<file path="src/rtl/ioctl_upload_reader.sv">
// rtl/ioctl_upload_reader.sv - Wishbone read master serving hps_io upload reads from SDRAM
module ioctl_upload_reader #(
    parameter logic [7:0]  INDEX     = 8'd1,
    parameter logic [25:0] BASE_ADDR = 26'h400000,
    parameter int          TIMEOUT   = 255
) (
    input  logic        clk_sys,
    input  logic        reset_n,
    input  logic        ioctl_upload,
    input  logic [7:0]  ioctl_index,
    input  logic        ioctl_rd,
    input  logic [24:0] ioctl_addr,
    output logic [15:0] ioctl_din,
    output logic        ioctl_wait,
    output logic        arb_req,
    input  logic        arb_gnt,
    output logic        wb_cyc,
    output logic        wb_stb,
    output logic        wb_we,
    output logic [3:0]  wb_sel,
    output logic [25:0] wb_adr,
    input  logic [31:0] wb_dat_i,
    input  logic        wb_ack,
    output logic        rd_error
);

    // Counter only has to reach TIMEOUT-1; keep at least one bit for TIMEOUT=1.
    localparam int TW = (TIMEOUT < 2) ? 1 : $clog2(TIMEOUT);
    localparam logic [TW-1:0] TMO_LAST = TW'(TIMEOUT - 1);

    typedef enum logic [1:0] {
        IDLE = 2'd0,
        REQ  = 2'd1,
        BUS  = 2'd2,
        DONE = 2'd3
    } state_t;

    state_t        state;
    state_t        state_next;

    logic [31:0]   cache;
    logic [25:0]   tag;
    logic          cache_valid;
    logic [25:0]   lat_wa;
    logic          lat_half;
    logic [TW-1:0] tmo_cnt;
    logic          upload_d;
    logic [7:0]    index_d;
    logic          stale;

    logic          active;
    logic [25:0]   wa;
    logic          hit;
    logic          sess_end;
    logic          up_rise;
    logic          tmo_hit;
    logic          unused_addr_bits;

    assign active   = ioctl_upload && (ioctl_index == INDEX);
    // Bit 24 and bit 0 of the byte address do not take part in the word address.
    assign wa       = BASE_ADDR + {2'b00, ioctl_addr[23:2], 2'b00};
    assign hit      = cache_valid && (tag == wa);
    assign sess_end = (upload_d && !ioctl_upload) || (ioctl_index != index_d);
    assign up_rise  = ioctl_upload && !upload_d;
    assign tmo_hit  = (state == BUS) && !wb_ack && (tmo_cnt == TMO_LAST);
    assign wb_we    = 1'b0;
    assign unused_addr_bits = ^{ioctl_addr[24], ioctl_addr[0]};

    // State register.
    always_ff @(posedge clk_sys or negedge reset_n) begin
        if (!reset_n) begin
            state <= IDLE;
        end else begin
            state <= state_next;
        end
    end

    // Next-state and bus/handshake outputs, all decoded from the current state.
    always_comb begin
        state_next = state;
        ioctl_wait = 1'b0;
        arb_req    = 1'b0;
        wb_cyc     = 1'b0;
        wb_stb     = 1'b0;
        wb_sel     = 4'h0;
        wb_adr     = 26'h0;
        case (state)
            IDLE: begin
                if (ioctl_rd && active && !hit) begin
                    state_next = REQ;
                end
            end
            REQ: begin
                ioctl_wait = 1'b1;
                arb_req    = 1'b1;
                if (sess_end) begin
                    state_next = IDLE;
                end else if (arb_gnt) begin
                    state_next = BUS;
                end
            end
            BUS: begin
                ioctl_wait = 1'b1;
                arb_req    = 1'b1;
                wb_cyc     = 1'b1;
                wb_stb     = 1'b1;
                wb_sel     = 4'hF;
                wb_adr     = lat_wa;
                if (wb_ack || tmo_hit) begin
                    state_next = DONE;
                end
            end
            DONE: begin
                ioctl_wait = 1'b1;
                state_next = IDLE;
            end
            default: begin
                state_next = IDLE;
            end
        endcase
    end

    // Datapath: cache, latched request, timeout counter, read data and error flag.
    always_ff @(posedge clk_sys or negedge reset_n) begin
        if (!reset_n) begin
            cache       <= 32'h0;
            tag         <= 26'h0;
            cache_valid <= 1'b0;
            lat_wa      <= 26'h0;
            lat_half    <= 1'b0;
            tmo_cnt     <= '0;
            upload_d    <= 1'b0;
            index_d     <= 8'h0;
            stale       <= 1'b0;
            ioctl_din   <= 16'h0000;
            rd_error    <= 1'b0;
        end else begin
            upload_d <= ioctl_upload;
            index_d  <= ioctl_index;
            case (state)
                IDLE: begin
                    stale <= 1'b0;
                    if (ioctl_rd && active) begin
                        if (hit) begin
                            ioctl_din <= ioctl_addr[1] ? cache[31:16] : cache[15:0];
                        end else begin
                            lat_wa   <= wa;
                            lat_half <= ioctl_addr[1];
                        end
                    end
                end
                REQ: begin
                    if (arb_gnt) begin
                        tmo_cnt <= '0;
                    end
                end
                BUS: begin
                    // A session change during the cycle lets it finish but must not revalidate the cache.
                    if (sess_end || up_rise) begin
                        stale <= 1'b1;
                    end
                    if (wb_ack) begin
                        cache       <= wb_dat_i;
                        tag         <= lat_wa;
                        cache_valid <= !stale;
                        ioctl_din   <= lat_half ? wb_dat_i[31:16] : wb_dat_i[15:0];
                    end else if (tmo_cnt == TMO_LAST) begin
                        ioctl_din   <= 16'hDEAD;
                        rd_error    <= 1'b1;
                        cache_valid <= 1'b0;
                    end else begin
                        tmo_cnt <= tmo_cnt + TW'(1);
                    end
                end
                default: begin
                end
            endcase
            if (sess_end || up_rise) begin
                cache_valid <= 1'b0;
            end
            if (up_rise) begin
                rd_error <= 1'b0;
            end
        end
    end

endmodule

</file>
<file path="config.mk">
export PLATFORM = sky130hd
export DESIGN_NAME = ioctl_upload_reader
export DESIGN_NICKNAME = d
export VERILOG_FILES = /design/src/rtl/ioctl_upload_reader.sv
export SDC_FILE = /design/constraint.sdc
export NUM_CORES = 1
export LEC_CHECK = 0
export BUFFER_PORTS_ARGS = -buffer_cell sky130_fd_sc_hd__buf_2
export CELL_PAD_IN_SITES_DETAIL_PLACEMENT = 1
export CELL_PAD_IN_SITES_GLOBAL_PLACEMENT = 2
export CORE_MARGIN = 3
export CORE_UTILIZATION = 31
export DETAILED_ROUTE_END_ITERATION = 6
export GPL_ROUTABILITY_DRIVEN = 0
export PLACE_DENSITY_LB_ADDON = 0.1
export SLEW_MARGIN = 0
export SYNTH_ARGS = -nofsm -noshare
export SYNTH_HDL_FRONTEND = slang
export SYNTH_SLANG_ARGS = --single-unit
</file>
<file path="constraint.sdc">
create_clock -name clk_sys -period 2.7 [get_ports clk_sys]
set_input_delay 0 -clock clk_sys [delete_from_list [all_inputs] [get_ports clk_sys]]
set_output_delay 0 -clock clk_sys [all_outputs]
set_load 0.01 [all_outputs]
</file>
Word level (Yosys, flattened, before mapping)
Cells that the tools add are included.
{ "op_classes": {"muxes": 31, "n_eq_ne": 18, "n_reduce_logical": 33, "add_sub_neg": 2, "bitwise": 1} }
{ "ops": {"columns": ["operator", "count"], "rows": [
  ["$mux W16", 6],
  ["$pmux W16 S2", 1],
  ["$eq A26 B25 Y1", 1],
  ["$mux W26", 1],
  ["$add A23 B24 Y25 const A", 1],
  ["$mux W8", 3],
  ["$pmux W8 S2", 1],
  ["$mux W1", 12],
  ["$ne A2 B2 Y1 const B", 6],
  ["$reduce_bool A2 Y1", 5],
  ["$reduce_and A3 Y1", 3],
  ["$add A8 B1 Y8 const B", 1],
  ["$eq A8 B1 Y1 const B", 1],
  ["$eq A8 B8 Y1 const B", 1],
  ["$logic_and A1 B1 Y1", 8],
  ["$mux W2", 4],
  ["$ne A8 B8 Y1", 1],
  ["$pmux W2 S4", 1],
  ["$reduce_and A4 Y1", 2],
  ["$ne A2 B1 Y1 const B", 3],
  ["$reduce_and A2 Y1", 3],
  ["$logic_not A1 Y1", 5],
  ["$eq A2 B2 Y1 const B", 2],
  ["$mux W4", 1],
  ["10 further kinds", 12]
]} }
{ "word_totals": {"reg_bits": 123, "elab_cells": 97, "out_inout_bits": 52} }

Depth between registers and ports, before layout
Gate-level depths: netlist of the first run.
{ "logic_depth": {"word_depth": 7, "depth_mapped": 9, "mapped_depth_nobuf": 8} }

Least setup slack after synthesis of the first run
Ideal clock, no wire load.
{ "synth_timing": {"path_kind": "register -> register", "start": "register state[0]", "end": "register ioctl_din[15]", "setup_time_ps": 125, "n_path_buf": 3, "required_time_ps": 2575, "path_slack_ps": 104, "arrival_time_ps": 2471, "stages_incl_launch_ff": 10, "path_cell_list": "dfrtp_1 inv_1 ha_1 clkbuf_1 clkinv_1 nor3_1 a221o_1 buf_6 buf_12 mux2_4"} }
{ "synth_between": {"elab_chain_len": 3, "word_cells_on_any_way": 8, "classes_between": "eq/ne: 4; mux: 1; reduce/logical: 3"} }
{ "synth_lines": {"columns": ["item", "line", "rtl"], "rows": [
  ["start: declaration", "38", "state_t state;"],
  ["start signal: assignment", "74", "state <= state_next;"],
  ["$eq A2 B2 Y1 or $logic_not A2 Y1 (tied branches)", "140", "case (state)"],
  ["$ne A3 B2 Y1 (no source line), or another cell as far along", null, null],
  ["$reduce_and A4 Y1 (no source line)", null, null],
  ["end signal: assignment", "145", "ioctl_din <= ioctl_addr[1] ? cache[31:16] : cache[15:0];"],
  ["end signal: assignment", "166", "ioctl_din <= lat_half ? wb_dat_i[31:16] : wb_dat_i[15:0];"],
  ["end: declaration", "13", "output logic [15:0] ioctl_din,"]
]} }
Several ways; a longest one is shown, not always the timed one.
A chain may end at the register's enable or synchronous reset.

Worst setup path in the final report of the first run
{ "layout_timing": {"start": "input port ioctl_addr[22]", "end": "register ioctl_din[15]"} }
{ "layout_between": {"elab_chain_len": 5} }
{ "layout_lines": {"columns": ["item", "line", "rtl"], "rows": [
  ["start: declaration", "12", "input logic [24:0] ioctl_addr,"],
  ["$add A23 B24 Y25", "61", "assign wa = BASE_ADDR + {2'b00, ioctl_addr[23:2], 2'b00};"],
  ["net wa[23]", "52", "logic [25:0] wa;"],
  ["$eq A26 B25 Y1", "62", "assign hit = cache_valid && (tag == wa);"],
  ["$logic_and A1 B1 Y1", "62", null],
  ["$ne A2 B2 Y1 (no source line)", null, null],
  ["$reduce_and A4 Y1 (no source line)", null, null]
]} }
The timed path passes the listed nets, and every way through them passes these cells.

==> run_results.csv, run 1 <==
group,metric,value,unit
place,portBuffers,116,
cells_and_area,fin_cells,968,
synth,ys_seq_area_share,51.8,%
grt,grt_pass1_wl,26300,um
cells_and_area,syn_to_final_growth,38.0,%
synth,synthArstFlopShare,100,%
cells_and_area,num_antenna_cells,0,
synth,netlist_top_cells_area,"dfrtp_1 (52%), nand2_1 (11%), mux2i_1 (6.0%), mux2_2 (6.0%), xor2_1 (3.1%)",
synth,synth_warnings,0,
sta,worst_slew_pin_slew,0.803,ns
grt,grt_usage,16.9,%
synth,synth_top_family_by_area,"simple AND/OR/NAND/NOR gates",
synth,synthSimpleGateAreaFrac,18.3,%
synth,synth.distinct_cells,38,
cts,clock-root-buffer,"clkbuf_16",
synth,synth-edff-count,0,
sta,finalHoldViolCount,0,
critical_path,critPathArrivalTime,2.90,ns
place,placed_area,6500,um^2
place,dp_cells,872,
synth,yosys.area.top_type,"dfrtp_1",
synth,synth_cells,553,
critical_path,regToRegSetupSlack,0.11,ns
run,drv_cap,0,
power,p_leak,4.01,nW
min_path,hold_path_startpoint,"arb_gnt",
cts,htreeDepth,4,
sta,post-route-period-util,96.5,%
power,total_power,4.95,mW
sta,finClkSkew,0.00844,ns
cts,clock-sinks,117,
synth,synth-main-ff-cell,"dfrtp_1",
synth,synthXorXnorAreaFrac,5.74,%
sta,fin_setup_tns,0,ns
cts,cts_tree,"built",
grt,grt_max_degree,66,
drt,routed_wl,16300,um
critical_path,critPathCaptureType,"flop",
synth,synth_compound_area_share,3.68,%
drt,wl_per_cell,16.8,um
cts,clk_path_buf_depth,2,
floorplan,die_w,141,um
drt,drc,0,
floorplan,core_area,17500,um^2
drt,dr.pass1.iters,4,
power,ir_worst_vdd,450,uV
drt,drtIter0Drc,108,
synth,ys_ff_latch,117,
min_path,min_path_cells,3,
cells_and_area,nNetsFinal,808,
drt,vias,4532,
grt,grt.overflow.total,0,
power,power.density,635,nW/um^2
sta,clock.fmax,384,MHz
floorplan,die_area,19900,um^2
synth,avgSynthCellArea,10.2,um^2
critical_path,cp.required,2.99,ns
synth,synth.most_common_cell,"nand2_1",
synth,synthAdderAreaFrac,1.55,%
cts,clk_latency,0.41,ns
sta,slew_headroom,46.5,%
grt,antenna_found_initial,0,
critical_path,startpoint_type,"input port",
drt,routed_via_density,4.68,
min_path,hp-class,"input port to flop",
floorplan,pin_count,123,
synth,syn_area,5650,um^2
critical_path,crit_fanout,16,
synth,yosysTopAreaCellShare,51.8,%
floorplan,die_y,141,um
sta,period_needed,2.61,ns
critical_path,timing.rr.end,"ioctl_din[15]",
cells_and_area,layout-drive-gt1-share,27.6,%
floorplan,row_count,48,
sta,setup_viol,0,
critical_path,r2r_start,"tag[18]",
synth,synth_common_cells,"nand2_1 (169), dfrtp_1 (117), mux2i_1 (34)",
min_path,whs_endpoint,"tmo_cnt[6]",
sta,drv_slew,0,
grt,grt_pass1_vias,4969,
cts,clkTransAtPathRegs,0.05,ns
cts,cts_made_buffers,17,
place,hpwlAfterDp,10600,um
floorplan,initial_core_util,32.2,%
sta,rsz0062_at_grt,"false",
cts,cts_setup_buffers,0,
status,outcome,"completed",
synth,synthMuxAreaShare,14.7,%
drt,drtAntennaViolNets,0,
critical_path,r2r_cells,8,
cells_and_area,final_cell_area,7790,um^2
critical_path,crit_type,"input port to flop",
[worst max-delay path: stages]
cell and delay (ns):
dlygate4sd3_1 0.53, buf_2 0.15, ha_1 0.32, xor2_1 0.18, nor4_2 0.27, nand4_1 0.14
or3_4 0.43, a221o_1 0.39, buf_12 0.18, mux2_4 0.30
[final cells by class]
cell class	instances	area [um^2]
sequential	117	2930
timing repair buffer	192	1390
clock buffer	21	470
inverter	10	37.5
tap	225	282
multi-input combinational	392	2510
fill	1965	9740
clock inverter	11	174
[what timing repair did]
item / 4_1_cts / 5_1_grt
hold endpoints to repair: 119 / 0
hold buffers: 64 / 0
gates resized for setup: 0 / 1
setup endpoints to repair: 0 / 16
[cell usage in the layout, fill, tap and decap left out, drive strengths merged, types with 2 or more instances in the layout]
master | Yosys | layout
nand2 | 169 | 169
buf | 18 | 128
dfrtp | 117 | 117
dlygate4sd3 | 0 | 64
mux2 | 40 | 40
mux2i | 34 | 34
and2 | 22 | 22
clkbuf | 19 | 21
xor2 | 20 | 20
xnor2 | 17 | 17
nor2 | 14 | 14
a22oi | 11 | 11
nand4 | 10 | 10
inv | 9 | 9
nor4 | 8 | 8
ha | 7 | 7
o21ai | 6 | 6
a21oi | 6 | 6
clkinvlp | 0 | 6
o22ai | 5 | 5
conb | 1 | 4
bufinv | 0 | 4
nand3 | 3 | 3
nor3 | 3 | 3
nand2b | 2 | 2
and3 | 2 | 2
clkinv | 1 | 2
[metal layers]
layer | routed length, um | vias to the layer above | track usage (%)
met4 | 158 | 0 | 4.74
met1 | 7120 | 2259 | 20.3
li1 | - | 2172 | -
met2 | 8310 | 90 | 29.7
met3 | 672 | 11 | 4.48
met5 | 0 | - | 0
[registers in the layout, indices dropped and copies added (netlist names), named ones only]
| name | count |
|---|---|
| cache | 32 |
| cache_valid | 1 |
| index_d | 8 |
| ioctl_din | 16 |
| lat_half | 1 |
| lat_wa | 23 |
| rd_error | 1 |
| stale | 1 |
| state | 1 |
| tag | 23 |
| tmo_cnt | 8 |
| upload_d | 1 |
[worst max path at each step]
stage                               from       endpoint  slack [ns]
after floorplan                 state[0]  ioctl_din[15]        0.10
after global placement    ioctl_addr[22]   ioctl_din[3]        0.17
after detailed placement         tag[18]   ioctl_din[5]        0.13
after CTS                 ioctl_addr[22]  ioctl_din[15]        0.01
after global routing      ioctl_addr[22]  ioctl_din[15]        0.03
final                     ioctl_addr[22]  ioctl_din[15]        0.09
[through the flow]
stage	setup WS [ns]	hold slack, ns	utilization (%)
after CTS	0.0127	0.0655	44.4
after floorplan	0.104	-0.296	-
final	0.0948	0.0703	44.4
after global routing	0.0267	0.118	44.4
after detailed placement	0.129	0.142	37.1
after global placement	0.170	0.137	37.1
[power breakdown]
part | switching, mW | total, mW | internal [mW]
combinational | 0.304 | 0.585 | 0.281
sequential | 0.0555 | 1.91 | 1.85
clock | 0.836 | 2.46 | 1.62
total | 1.20 | 4.95 | 3.75
[kinds of logic (layout without fill, tap and decap cells)]
| logic type | after synthesis | in the layout |
|---|---|---|
| flip-flops | 117 | 117 |
| XOR/XNOR | 37 | 37 |
| AND/OR/NAND/NOR | 238 | 238 |
| other | 1 | 4 |
| AO/OA/AOI/OAI | 32 | 32 |
| multiplexers | 74 | 74 |
| adder cells (fa/ha/maj) | 7 | 7 |
| buffers and inverters | 47 | 234 |
Note: power is estimated with default switching activity, not from simulation.
==> run 2, diff against run 1 <==
--- a/config.mk
+++ b/config.mk
@@ -12,7 +12,7 @@
 export CORE_UTILIZATION = 31
 export DETAILED_ROUTE_END_ITERATION = 6
 export GPL_ROUTABILITY_DRIVEN = 0
-export PLACE_DENSITY_LB_ADDON = 0.1
+export PLACE_DENSITY = 0.83
 export SLEW_MARGIN = 0
 export SYNTH_ARGS = -nofsm -noshare
 export SYNTH_HDL_FRONTEND = slang
==> run_results.csv, run 2 (synthesis results as in run 1) <==
group,metric,value,unit
cts,htreeDepth,4,
cells_and_area,reg_top3,"cache x32, lat_wa x23, tag x23",
cells_and_area,top_register,"cache",
grt,grt_max_degree,70,
cells_and_area,nNetsFinal,816,
floorplan,die_w,141,um
floorplan,die_y,141,um
grt,grt_busiest_layer,"met2",
critical_path,critPathCaptureType,"flop",
critical_path,worst_path_max_delay_cell,"or3_4",
grt,grt_usage,16.9,%
power,ir_worst_vdd,442,uV
critical_path,cpPeakStageDelay,0.43,ns
cells_and_area,largest_reg_flops,32,
grt,grt_pass1_vias,5260,
place,placed_area,6510,um^2
sta,fin_setup_tns,0,ns
cells_and_area,num-fill-cells,1958,
critical_path,crit_fanout,16,
drt,drtAntennaViolNets,0,
place,hpwlAfterDp,10800,um
cells_and_area,final_common_cell,"nand2_1",
sta,holdWs,0.0515,ns
sta,clock.fmax,394,MHz
critical_path,setup.worst_path.start,"tag[18]",
floorplan,pin_count,123,
drt,drc,0,
critical_path,crit_chain,"xor2_1 > nor4_2 > buf_4 > nand4_1 > or3_4 > a221o_1 > buf_12 > mux2_4",
cts,clkTransAtPathRegs,0.05,ns
cells_and_area,layout-drive-gt1-share,28.2,%
critical_path,r2r_cells,8,
cells_and_area,final_cell_area,7800,um^2
floorplan,row_count,48,
grt,gr-usage-met2,31.0,%
drt,drtIter0Drc,164,
cells_and_area,syn_to_final_growth,38.1,%
floorplan,die_area,19900,um^2
cts,cts_made_buffers,17,
drt,routed_wl,16400,um
grt,grt_pass1_wl,26600,um
sta,period_needed,2.53,ns
cells_and_area,final_cell_mix,"nand2_1 (168), dfrtp_1 (117), buf_2 (115)",
sta,post-route-period-util,93.9,%
cells_and_area,num_antenna_cells,0,
power,total_power,4.90,mW
cts,clock-root-buffer,"clkbuf_16",
cts,clk_latency,0.42,ns
power,power.density,629,nW/um^2
grt,gr-usage-met3,4.38,%
sta,setup_ws,0.165,ns
critical_path,crit_end,"ioctl_din[1]",
critical_path,critPathArrivalTime,2.82,ns
cts,cts_tree,"built",
floorplan,initial_core_util,32.2,%
status,outcome,"completed",
drt,wl_per_cell,16.8,um
critical_path,timing.rr.end,"ioctl_din[1]",
grt,met1_usage,19.2,%
place,portBuffers,116,
sta,drv_slew,0,
sta,worst_slew_pin_slew,0.689,ns
critical_path,startpoint_type,"flop",
grt,antenna_found_initial,0,
sta,slew_headroom,54.1,%
drt,dr.pass1.iters,4,
cts,clock-sinks,117,
drt,vias,4679,
floorplan,core_area,17500,um^2
cts,clk_path_buf_depth,2,
sta,finClkSkew,0.0125,ns
critical_path,r2r_start,"tag[18]",
sta,setup_viol,0,
grt,grt.overflow.total,0,
critical_path,crit_type,"flop to flop",
drt,routed_via_density,4.79,
min_path,hp-class,"input port to flop",
run,drv_cap,0,
power,p_leak,4.04,nW
critical_path,regToRegSetupSlack,0.17,ns
sta,finalHoldViolCount,0,
critical_path,cp.required,2.99,ns
place,place_ws,0.113,ns
sta,rsz0062_at_grt,"false",
run 2: per-stage QoR:
step / util, % / cells
floorplan: - / 556
global placement: 37.1 / 880
detailed placement: 37.1 / 880
CTS: 44.4 / 976
global route: 44.5 / 976
finish: 44.5 / 976
run 2: per-layer routing:
layer  up-vias  wire length (um)
li1       2184                 -
met1      2381              6970
met2        96              8610
met3        18               613
met4         0               182
met5         -                 0
run 2: critical path: cells and delay by family, from the launching register on:
kind / cells / cell delay (ns)
compound gates: 1 / 0.39
xor+xnor: 1 / 0.16
buf+inv: 2 / 0.33
flops: 1 / 0.38
mux: 1 / 0.31
simple gates: 3 / 0.81
run 2: worst min-delay path by stage:
stage / from / endpoint / slack (ns) / depth (start not counted)
4_1_cts: wb_ack / rd_error / 0.03 / 4
3_5_place_dp: reset_n / cache[2] / 0.08 / 1
3_3_place_gp: reset_n / cache[0] / 0.07 / 1
2_1_floorplan: reset_n / asynchronous set/reset pin / -0.30 / 0
6_report: wb_ack / rd_error / 0.05 / 4
5_1_grt: wb_ack / rd_error / 0.09 / 4
run 2: final cells by class:
type,count,area [um^2],area share [%]
tap,225,282,3.61
sequential,117,2930,37.5
inverter,10,37.5,0.481
clock buffer,26,519,6.66
multi-input combinational,392,2520,32.3
timing repair buffer,200,1400,17.9
clock inverter,6,114,1.46
run 2: where the power goes:
| group | switching, mW | internal [mW] |
|---|---|---|
| Sequential | 0.0562 | 1.85 |
| Clock | 0.795 | 1.60 |
| Combinational | 0.313 | 0.282 |
run 2: repair_timing:
action                                 CTS  global route
hold buffers                            64             0
setup endpoints to repair                0            16
resized for setup                        0             2
buffers inserted                         0             0
endpoints found under the hold margin  112             0
==> run 3, diff against run 2 <==
--- a/config.mk
+++ b/config.mk
@@ -6,13 +6,13 @@
 export NUM_CORES = 1
 export LEC_CHECK = 0
 export BUFFER_PORTS_ARGS = -buffer_cell sky130_fd_sc_hd__buf_2
-export CELL_PAD_IN_SITES_DETAIL_PLACEMENT = 1
-export CELL_PAD_IN_SITES_GLOBAL_PLACEMENT = 2
+export CELL_PAD_IN_SITES_DETAIL_PLACEMENT = 0
+export CELL_PAD_IN_SITES_GLOBAL_PLACEMENT = 1
 export CORE_MARGIN = 3
-export CORE_UTILIZATION = 31
+export CORE_UTILIZATION = 38
 export DETAILED_ROUTE_END_ITERATION = 6
 export GPL_ROUTABILITY_DRIVEN = 0
-export PLACE_DENSITY = 0.83
+export PLACE_DENSITY = 0.82
 export SLEW_MARGIN = 0
 export SYNTH_ARGS = -nofsm -noshare
 export SYNTH_HDL_FRONTEND = slang
==> run_results.csv, run 3 (synthesis results as in run 1) <==
group,metric,value,unit
status,outcome,"completed",
run,drv_cap,0,
cells_and_area,top_register,"cache",
cts,clock-sinks,117,
critical_path,critPathArrivalTime,2.82,ns
critical_path,worst_path_max_delay_cell,"dlygate4sd3_1",
power,p_seq_share,42.1,%
sta,setup_viol,0,
cells_and_area,final_common_cell,"nand2_1",
drt,route.met2.wl,6760,um
grt,grt_usage,17.5,%
drt,drt-met1-wl,6160,um
sta,worst_slew_pin_slew,0.829,ns
sta,fin_setup_tns,0,ns
sta,setup_ws,0.169,ns
floorplan,core_area,14200,um^2
power,power.density,599,nW/um^2
cells_and_area,final_cell_mix,"nand2_1 (168), dfrtp_1 (117), buf_2 (115)",
cts,cts_tree,"built",
cts,clk_latency,0.41,ns
sta,period_needed,2.53,ns
power,p_leak,3.96,nW
cells_and_area,layout-drive-gt1-share,26.8,%
cts,cts_setup_buffers,0,
cts,clock-root-buffer,"clkbuf_16",
sta,rsz0062_at_grt,"false",
grt,grt_pass1_wl,22600,um
cells_and_area,num-fill-cells,1266,
critical_path,crit_type,"input port to flop",
power,power.share.clock,45.2,%
sta,holdWs,0.0278,ns
floorplan,die_y,128,um
power,internal_power,3.45,mW
floorplan,die_area,16400,um^2
sta,finalHoldViolCount,0,
sta,clock.fmax,395,MHz
sta,slew_headroom,44.8,%
place,place_ws,0.147,ns
drt,drc,0,
critical_path,crit_fanout,16,
cts,clk_path_buf_depth,2,
drt,drtIter0Drc,156,
min_path,hp-class,"input port to flop",
cts,htreeDepth,4,
power,p_switching,1.08,mW
critical_path,startpoint_type,"input port",
critical_path,critPathCaptureType,"flop",
drt,routed_wl,13800,um
cells_and_area,final_util,53.3,%
sta,drv_slew,0,
critical_path,crit_chain,"dlygate4sd3_1 > buf_2 > ha_1 > xor2_1 > nor4_2 > nand4_1 > or3_4 > a221o_1 > buf_12 > mux2_4",
floorplan,initial_core_util,39.8,%
floorplan,row_count,43,
drt,top_layer,"met4",
cells_and_area,reg_top3,"cache x32, lat_wa x23, tag x23",
drt,drtAntennaViolNets,0,
grt,antenna_found_initial,0,
grt,grt.overflow.total,0,
cells_and_area,num_antenna_cells,0,
grt,grt_max_degree,66,
drt,vias,4420,
cts,clkTransAtPathRegs,0.05,ns
grt,grt_pass1_vias,4619,
drt,dr.pass1.iters,4,
drt,met3_length,721,um
sta,finClkSkew,0.00736,ns
floorplan,die_w,128,um
drt,routed_via_density,4.81,
place,portBuffers,116,
cells_and_area,largest_reg_flops,32,
cells_and_area,nNetsFinal,806,
sta,post-route-period-util,93.8,%
place,hpwlAfterDp,8970,um
power,ir_worst_vdd,488,uV
critical_path,cp.required,2.99,ns
critical_path,cp.buffers_inverters,3,
cts,cts_made_buffers,17,
drt,wl_per_cell,15.0,um
power,swShare,23.9,%
power,total_power,4.54,mW
critical_path,cpPeakStageDelay,0.54,ns
floorplan,pin_count,123,
critical_path,path_delay_family,"buffers and inverters",
power,comb_power_share,12.7,%
cells_and_area,syn_to_final_growth,34.1,%
==> run 3: changes by cell type in the layout (fill, tap and decap cells not counted), sizes merged <==
cell	change
bufinv	-2
clkinv	+3
buf	-9
clkinvlp	-2
dlygate4sd3	-1
clkbuf	-1
==> run 3: repair_timing <==
item,4_1_cts,5_1_grt
hold endpoints to repair,122,0
gates resized for setup,0,1
hold buffers,63,0
setup endpoints to repair,0,16
==> run 3: final timing paths <==
| check | slack (ns) | end | startpoint | depth (start not counted) |
|---|---|---|---|---|
| hold / removal | 0.03 | lat_wa[23] | ioctl_addr[23] | 3 |
| hold reg to reg | 0.47 | cache[2] | cache[2] | 2 |
| min in group asynchronous | 0.25 | cache[27] | reset_n | 2 |
| max in group asynchronous | 1.65 | tag[13] | reset_n | 3 |
| setup / recovery | 0.17 | ioctl_din[1] | ioctl_addr[22] | 10 |
| setup reg to reg | 0.24 | ioctl_din[1] | tag[5] | 7 |
==> run 3: per-stage QoR <==
| stage | cells | area (um^2) |
|---|---|---|
| floorplan | 556 | 5660 |
| global placement | 826 | 6400 |
| detailed placement | 826 | 6400 |
| CTS | 919 | 7570 |
| global route | 919 | 7570 |
| finish | 919 | 7570 |
==> run 3: layout make-up <==
cell class	instances	area (um^2)	area share, %
Timing Repair Buffer	190	1330	17.6
Clock buffer	25	485	6.41
Multi-Input combinational cell	392	2510	33.2
Sequential cell	117	2930	38.7
Clock inverter	5	50.0	0.661
Tap cell	180	225	2.97
Inverter	10	37.5	0.496
==> run 3: worst reg2reg max path, cell delays in order (launching register included) <==
cell,delay (ns)
dfrtp_1,0.38
xor2_1,0.17
nor4_1,0.29
nand4_1,0.16
or3_4,0.44
a221o_1,0.39
buf_12,0.17
mux2_4,0.32
==> run 3: routing by layer <==
| metal | up-vias | GRT usage [%] |
|---|---|---|
| met1 | 2129 | 21.1 |
| met2 | 114 | 30.3 |
| met4 | 0 | 5.68 |
| met5 | - | 0 |
| li1 | 2163 | - |
| met3 | 14 | 4.54 |
==> run 3: power by group through the flow <==
| stage | Combinational, mW | Sequential (mW) | Clock [mW] |
|---|---|---|---|
| after floorplan | 0.297 | 1.93 | 0 |
| after global placement | 0.489 | 1.93 | 0 |
| after detailed placement | 0.505 | 1.94 | 0 |
| after CTS | 0.579 | 1.91 | 2.09 |
| after global routing | 0.640 | 1.92 | 2.18 |
| final | 0.576 | 1.91 | 2.05 |
